--- src/rtl/mips_cpu_divider.sv ---
// Multi-cycle restoring divider for MIPS DIV/DIVU.
// Works on operand magnitudes, one quotient bit per clock, then a sign fixup.
module mips_cpu_divider #(
    parameter int WIDTH = 32
) (
    input  logic             clk,
    input  logic             reset,
    input  logic             start,
    input  logic             sign,
    input  logic [WIDTH-1:0] dividend,
    input  logic [WIDTH-1:0] divisor,
    output logic             done,
    output logic             dbz,
    output logic [WIDTH-1:0] quotient,
    output logic [WIDTH-1:0] remainder
);

    localparam int CW = $clog2(WIDTH + 1);

    typedef enum logic [1:0] {
        S_IDLE,
        S_BUSY,
        S_FIXUP,
        S_DONE
    } state_t;

    state_t           r_state;
    state_t           w_next;
    logic             r_sign;
    logic             r_neg_dvd;
    logic             r_neg_dvs;
    logic             r_zero;
    logic [WIDTH-1:0] r_rem;
    logic [WIDTH-1:0] r_quo;
    logic [WIDTH-1:0] r_div;
    logic [CW-1:0]    r_cnt;
    logic             r_done;
    logic             r_dbz;
    logic [WIDTH-1:0] r_q_out;
    logic [WIDTH-1:0] r_r_out;

    logic             w_accept;
    logic [WIDTH-1:0] w_dvd_mag;
    logic [WIDTH-1:0] w_dvs_mag;
    logic [WIDTH:0]   w_shift;
    logic [WIDTH:0]   w_trial;
    logic             w_ge;
    logic             w_q_neg;
    logic             w_r_neg;
    logic [WIDTH-1:0] w_q_fix;
    logic [WIDTH-1:0] w_r_fix;

    assign w_accept  = start && (r_state == S_IDLE || r_state == S_DONE);
    assign w_dvd_mag = (sign && dividend[WIDTH-1]) ? -dividend : dividend;
    assign w_dvs_mag = (sign && divisor[WIDTH-1]) ? -divisor : divisor;

    // Partial remainder stays below the divisor, so a 33-bit trial
    // subtraction is enough: bit WIDTH set means the trial went negative.
    assign w_shift = {r_rem, r_quo[WIDTH-1]};
    assign w_trial = w_shift - {1'b0, r_div};
    assign w_ge    = ~w_trial[WIDTH];

    assign w_q_neg = r_sign && (r_neg_dvd ^ r_neg_dvs);
    assign w_r_neg = r_sign && r_neg_dvd;

    // On divide-by-zero r_quo still holds the latched dividend magnitude.
    assign w_q_fix = r_zero  ? '1 :
                     w_q_neg ? -r_quo : r_quo;
    assign w_r_fix = r_zero  ? (w_r_neg ? -r_quo : r_quo) :
                     w_r_neg ? -r_rem : r_rem;

    always_comb begin
        w_next = r_state;
        unique case (r_state)
            S_IDLE, S_DONE: begin
                if (start) begin
                    w_next = (divisor == '0) ? S_FIXUP : S_BUSY;
                end
            end
            S_BUSY: begin
                if (r_cnt == CW'(1)) begin
                    w_next = S_FIXUP;
                end
            end
            S_FIXUP: w_next = S_DONE;
            default: w_next = S_IDLE;
        endcase
    end

    always_ff @(posedge clk or negedge reset) begin
        if (!reset) begin
            r_state   <= S_IDLE;
            r_sign    <= 1'b0;
            r_neg_dvd <= 1'b0;
            r_neg_dvs <= 1'b0;
            r_zero    <= 1'b0;
            r_rem     <= '0;
            r_quo     <= '0;
            r_div     <= '0;
            r_cnt     <= '0;
            r_done    <= 1'b0;
            r_dbz     <= 1'b0;
            r_q_out   <= '0;
            r_r_out   <= '0;
        end else begin
            r_state <= w_next;
            if (w_accept) begin
                r_sign    <= sign;
                r_neg_dvd <= dividend[WIDTH-1];
                r_neg_dvs <= divisor[WIDTH-1];
                r_zero    <= (divisor == '0);
                r_quo     <= w_dvd_mag;
                r_div     <= w_dvs_mag;
                r_rem     <= '0;
                r_cnt     <= CW'(WIDTH);
                r_done    <= 1'b0;
                r_dbz     <= 1'b0;
            end else if (r_state == S_BUSY) begin
                r_rem <= w_ge ? w_trial[WIDTH-1:0] : w_shift[WIDTH-1:0];
                r_quo <= {r_quo[WIDTH-2:0], w_ge};
                r_cnt <= r_cnt - CW'(1);
            end else if (r_state == S_FIXUP) begin
                r_q_out <= w_q_fix;
                r_r_out <= w_r_fix;
                r_dbz   <= r_zero;
                r_done  <= 1'b1;
            end
        end
    end

    assign done      = r_done;
    assign dbz       = r_dbz;
    assign quotient  = r_q_out;
    assign remainder = r_r_out;

endmodule

--- config.mk ---
export PLATFORM = sky130hd
export DESIGN_NAME = mips_cpu_divider
export DESIGN_NICKNAME = d
export VERILOG_FILES = /design/src/rtl/mips_cpu_divider.sv
export SDC_FILE = /design/constraint.sdc
export NUM_CORES = 1
export LEC_CHECK = 0
export ABC_CLOCK_PERIOD_IN_PS = 9700
export CORE_AREA = 2 2 143 145
export CTS_CLUSTER_SIZE = 8
export DETAILED_ROUTE_END_ITERATION = 8
export DIE_AREA = 0 0 145 147
export PLACE_DENSITY_LB_ADDON = 0.2
export SYNTH_ARGS = -nofsm -noshare
export SYNTH_HDL_FRONTEND = slang
export SYNTH_SLANG_ARGS = --single-unit
--- constraint.sdc ---
create_clock -name clk -period 9.7 [get_ports clk]
set_input_delay 1.94 -clock clk [delete_from_list [all_inputs] [get_ports clk]]
set_output_delay 1.94 -clock clk [all_outputs]
set_load 0.01 [all_outputs]
==> summary.md <==
| Metric | Value |
|---|---|
| Run status | `finished clean` |
| Worst Clk Skew | `0.0104 ns` |
| First-pass GRT wire length | `51400 um` |
| Synthesis-to-finish area growth | `17.1%` |
| Initial antenna violation count | `0` |
| Critical Path Source Type | `primary input` |
| Share of synthesized area spent on multiplexers | `0.0594` |
| CTS buffer count | `17` |
| Root buf cell | `sky130_fd_sc_hd__clkbuf_16` |
| DRC marker count from the first detailed-route iteration | `967` |
| GRT Overall Usage | `0.293` |
| Final hold violations | `0` |
| Via-per-instance ratio | `5.94` |
| Pin count of the biggest net entering global routing | `99` |
| Cell area after synthesis | `0.0123 mm^2` |
| Synth top area cells | `sky130_fd_sc_hd__dfrtp_1, sky130_fd_sc_hd__xnor2_1, sky130_fd_sc_hd__xor2_1` |
| Async set or reset register ratio after synthesis | `1.00` |
| Antenna-violating nets left | `0` |
| Worst setup path class | `primary input to flop` |
| Cell type with the largest total area after synthesis | `sky130_fd_sc_hd__dfrtp_1` |
| Die extent in y | `147 um` |
| Worst supply voltage drop on vdd | `0.000307 V` |
| Fraction of synthesized cell area taken by the top area cell type | `0.353` |
| Critical R2R Launch | `r_quo[31]` |
| Drt total wl | `30700 um` |
| Cells on Worst Hold Path | `2` |
| Finish-stage setup viols | `0` |
| Peak per-stage delay on the critical path | `0.60 ns` |
| Critical path buffers and inverters | `1` |
| Critical path capture point type | `flop` |
| Synth Area in Adders | `0.0422` |
| Cell leakage power | `0.00606 uW` |
| End of the worst register-to-register path | `r_rem[1]` |
| Number of synthesized flops with an enable pin | `0` |
| Kind of cell adding the most delay to the critical path | `simple AND/OR/NAND/NOR gates` |
| Path type of the worst min-delay path | `flop to flop` |
| R2R Setup Slk | `5.63 ns` |
| Most frequent cell on the critical path | `sky130_fd_sc_hd__or4_4` |
| Setup bufs post-CTS | `0` |
| Syn Inst Count | `1492` |
| Number of gates resized after CTS | `0` |
| Required time at the endpoint of the critical path | `10.01 ns` |
| CP max stage cell | `sky130_fd_sc_hd__or4_4` |
| Number of buffers between clock root and the deepest sink | `2` |
| Area fraction in compound gates after synthesis | `0.201` |
| Starting density of the core | `0.621` |
| # rows | `52` |
| Post-Layout Inst Area | `0.0144 mm^2` |
| Sequential share of the synthesized area | `0.353` |
| Post-placement cell area | `0.0137 mm^2` |
| Clock tree from TritonCTS | `yes` |
| Routed len/inst | `16.7 um` |
| Insertion delay of the later-clocked pin in the worst-skew pair | `0.44 ns` |
| Fraction of synthesized cell area in xor and xnor cells | `0.129` |
| NumNets Final | `1664` |
| Final critical path time including I/O delays and setup | `4.67 ns` |
| # hold bufs at CTS | `0` |
| RD Place Congestion | `0.919` |
| Critical-path maximum fanout | `5` |
| Main combinational cell family by area after synthesis | `compound AO/OA/AOI/OAI gates` |
| Distinct cell type count after synthesis | `62` |
| Fillers | `1540` |
| Part of the cycle the worst path needs | `0.481` |
| Hold Path Sink | `r_div[13]` |
| Total number of vias | `10900` |
| Dpl hpwl | `21700 um` |
| Area fraction in and, or, nand and nor cells after synthesis | `0.163` |
| Power per unit of standard cell area | `392 mW/mm^2` |
| Worst hold path startpoint | `r_div[13]` |
| Ratio of cells with drive above 1 in the final layout | `0.0485` |
| Area enclosed by the die boundary | `0.0213 mm^2` |
| Ys Warns | `0` |
| Number of H-tree levels | `4` |
| Achievable frequency | `0.214 GHz` |
| GR Overflow Total | `0` |
| Post-Syn Nets | `1601` |
| Final setup TNS | `0 ns` |
| Fin worst setup slack | `5.03 ns` |
| Port Buf Inserts | `133` |
| Boundary pin count | `134` |
| DRT Pass-1 Iters | `6` |
| Depth of the worst register-to-register path | `13` |
| Residual DRC count | `0` |
| Relative slew slack | `0.290` |
| Clock-pin slew of the registers on the worst-case setup and hold paths | `0.07 ns` |
| Placeable Area | `0.0198 mm^2` |
| Transition time at the pin with the least slew margin | `1.06 ns` |
| Final antenna diode count | `0` |
| Most frequently used flop master after synthesis | `sky130_fd_sc_hd__dfrtp_1` |
| Unrepaired setup endpoints after global routing | `no` |
| Number of global-route vias before repair | `10300` |
| Total of max-cap violations | `0` |
| Power consumption | `5670 uW` |
| Placement-stage worst setup slack | `4.57 ns` |
| Die extent in x | `145 um` |
| Flops & latches, synth | `174` |
| Number of clock sinks seen by CTS | `174` |
| Final-report max-slew violation count | `0` |
| Cell chain of the critical path | `clkdlybuf4s50_1, or4_4, nor4_2, and2b_2, nand2_1, or4_4, or3_4, or3_1, mux2i_1, o21ai_1` |
| Signal arrival time at the worst endpoint | `4.98 ns` |
| Synthesized area per cell | `8.27 um^2` |
-- cells by family (layout without fill, tap and decap cells) --
group,after synthesis,count (layout)
DFF,174,174
muxes,70,70
xor gates and xnor gates,181,181
adders and majority gates,41,41
and+or+nand+nor,431,431
AOI/OAI and AO/OA,423,423
buffers and inverters,172,248
-- layout make-up --
cell class | instances | area (um^2) | area share
inverters | 73 | 274 | 0.0190
flip-flops and latches | 174 | 4360 | 0.301
repair buffers | 143 | 1410 | 0.0974
clock inverters | 9 | 228 | 0.0158
multi-input cells | 1146 | 7360 | 0.509
well taps | 270 | 338 | 0.0234
clock buffers | 23 | 488 | 0.0338
-- worst max-delay path by stage --
stage | startpoint | to | slack (ns) | cells after the start
after floorplan | divisor[6] | r_state[0] | 5.30 | 9
after global placement | divisor[6] | r_state[0] | 4.67 | 10
after detailed placement | divisor[6] | r_state[0] | 4.57 | 10
after CTS | divisor[6] | r_state[0] | 5.03 | 10
after global routing | dividend[2] | r_quo[28] | 4.84 | 10
final | divisor[6] | r_state[0] | 5.03 | 10
-- sequential cells by signal, indices dropped and copies added (netlist names) --
register and cells:
remainder 32, r_sign 1, r_cnt 6, r_neg_dvs 1, quotient 32, r_state 2
r_quo 32, r_div 32, r_zero 1, r_neg_dvd 1, dbz 1, done 1
r_rem 32
-- stage by stage --
stage / util / hold WS [ns] / instances
finish: 0.728 / 0.478 / 1838
global route: 0.728 / 0.502 / 1838
CTS: 0.728 / 0.485 / 1838
detailed placement: 0.692 / 0.470 / 1806
global placement: 0.692 / 0.461 / 1806
floorplan: - / 0.450 / 1492
-- power by group --
group	internal (uW)	switching, uW	leakage, uW
registers	1080	387	0.00212
clock network	538	286	0.000348
logic	1490	1890	0.00359
-- synth_stat cells, types with 13 or more instances --
cell type,count
sky130_fd_sc_hd__inv_1,73
sky130_fd_sc_hd__or3_1,20
sky130_fd_sc_hd__o21ai_0,144
sky130_fd_sc_hd__mux2_2,15
sky130_fd_sc_hd__o211ai_1,23
sky130_fd_sc_hd__mux2i_1,54
sky130_fd_sc_hd__buf_1,13
sky130_fd_sc_hd__a211oi_1,16
sky130_fd_sc_hd__xnor2_1,94
sky130_fd_sc_hd__nor2_1,130
sky130_fd_sc_hd__a21oi_1,144
sky130_fd_sc_hd__ha_1,40
sky130_fd_sc_hd__o31ai_1,20
sky130_fd_sc_hd__nor2b_1,14
sky130_fd_sc_hd__clkbuf_1,83
sky130_fd_sc_hd__nor4_1,15
sky130_fd_sc_hd__a21o_1,14
sky130_fd_sc_hd__nand3_1,20
sky130_fd_sc_hd__nand2_1,154
sky130_fd_sc_hd__nor3_1,20
sky130_fd_sc_hd__xor2_1,86
sky130_fd_sc_hd__a31oi_1,17
sky130_fd_sc_hd__dfrtp_1,174
-- layer usage --
| layer | track usage | vias to the layer above | wire, um |
|---|---|---|---|
| met3 | 0.0509 | 55 | 2110 |
| met4 | 0.0906 | 0 | 609 |
| li1 | - | 5308 | - |
| met2 | 0.463 | 429 | 14000 |
| met1 | 0.416 | 5126 | 14000 |
| met5 | 0 | - | 0 |
-- placed cells by master, fill, tap and decap left out, drive strengths merged, types with 15 or more instances in the layout --
cell type,synthesis,routed
a211oi,16,16
xor2,86,86
clkbuf,83,23
o31ai,20,20
nand3,20,20
ha,40,40
nand2,154,154
inv,73,73
o21ai,145,145
o211ai,23,23
clkdlybuf4s50,0,132
nor4,17,17
nor2,130,130
or3,21,21
a21oi,144,144
dfrtp,174,174
xnor2,95,95
a31oi,17,17
nor3,20,20
mux2i,54,54
mux2,15,15
-- worst reg2reg max path, stage by stage (launching register included) --
cell                       delay (ns)
sky130_fd_sc_hd__dfrtp_1         0.55
sky130_fd_sc_hd__inv_1           0.10
sky130_fd_sc_hd__ha_1            0.24
sky130_fd_sc_hd__fa_1            0.41
sky130_fd_sc_hd__nand2b_1        0.19
sky130_fd_sc_hd__a21oi_1         0.29
sky130_fd_sc_hd__o211ai_1        0.20
sky130_fd_sc_hd__a211oi_1        0.28
sky130_fd_sc_hd__nor2_1          0.14
sky130_fd_sc_hd__o31a_1          0.41
sky130_fd_sc_hd__xnor2_4         0.15
sky130_fd_sc_hd__buf_4           0.47
sky130_fd_sc_hd__mux2_2          0.44
sky130_fd_sc_hd__a21oi_1         0.14
(Power assumes the default switching activity.)
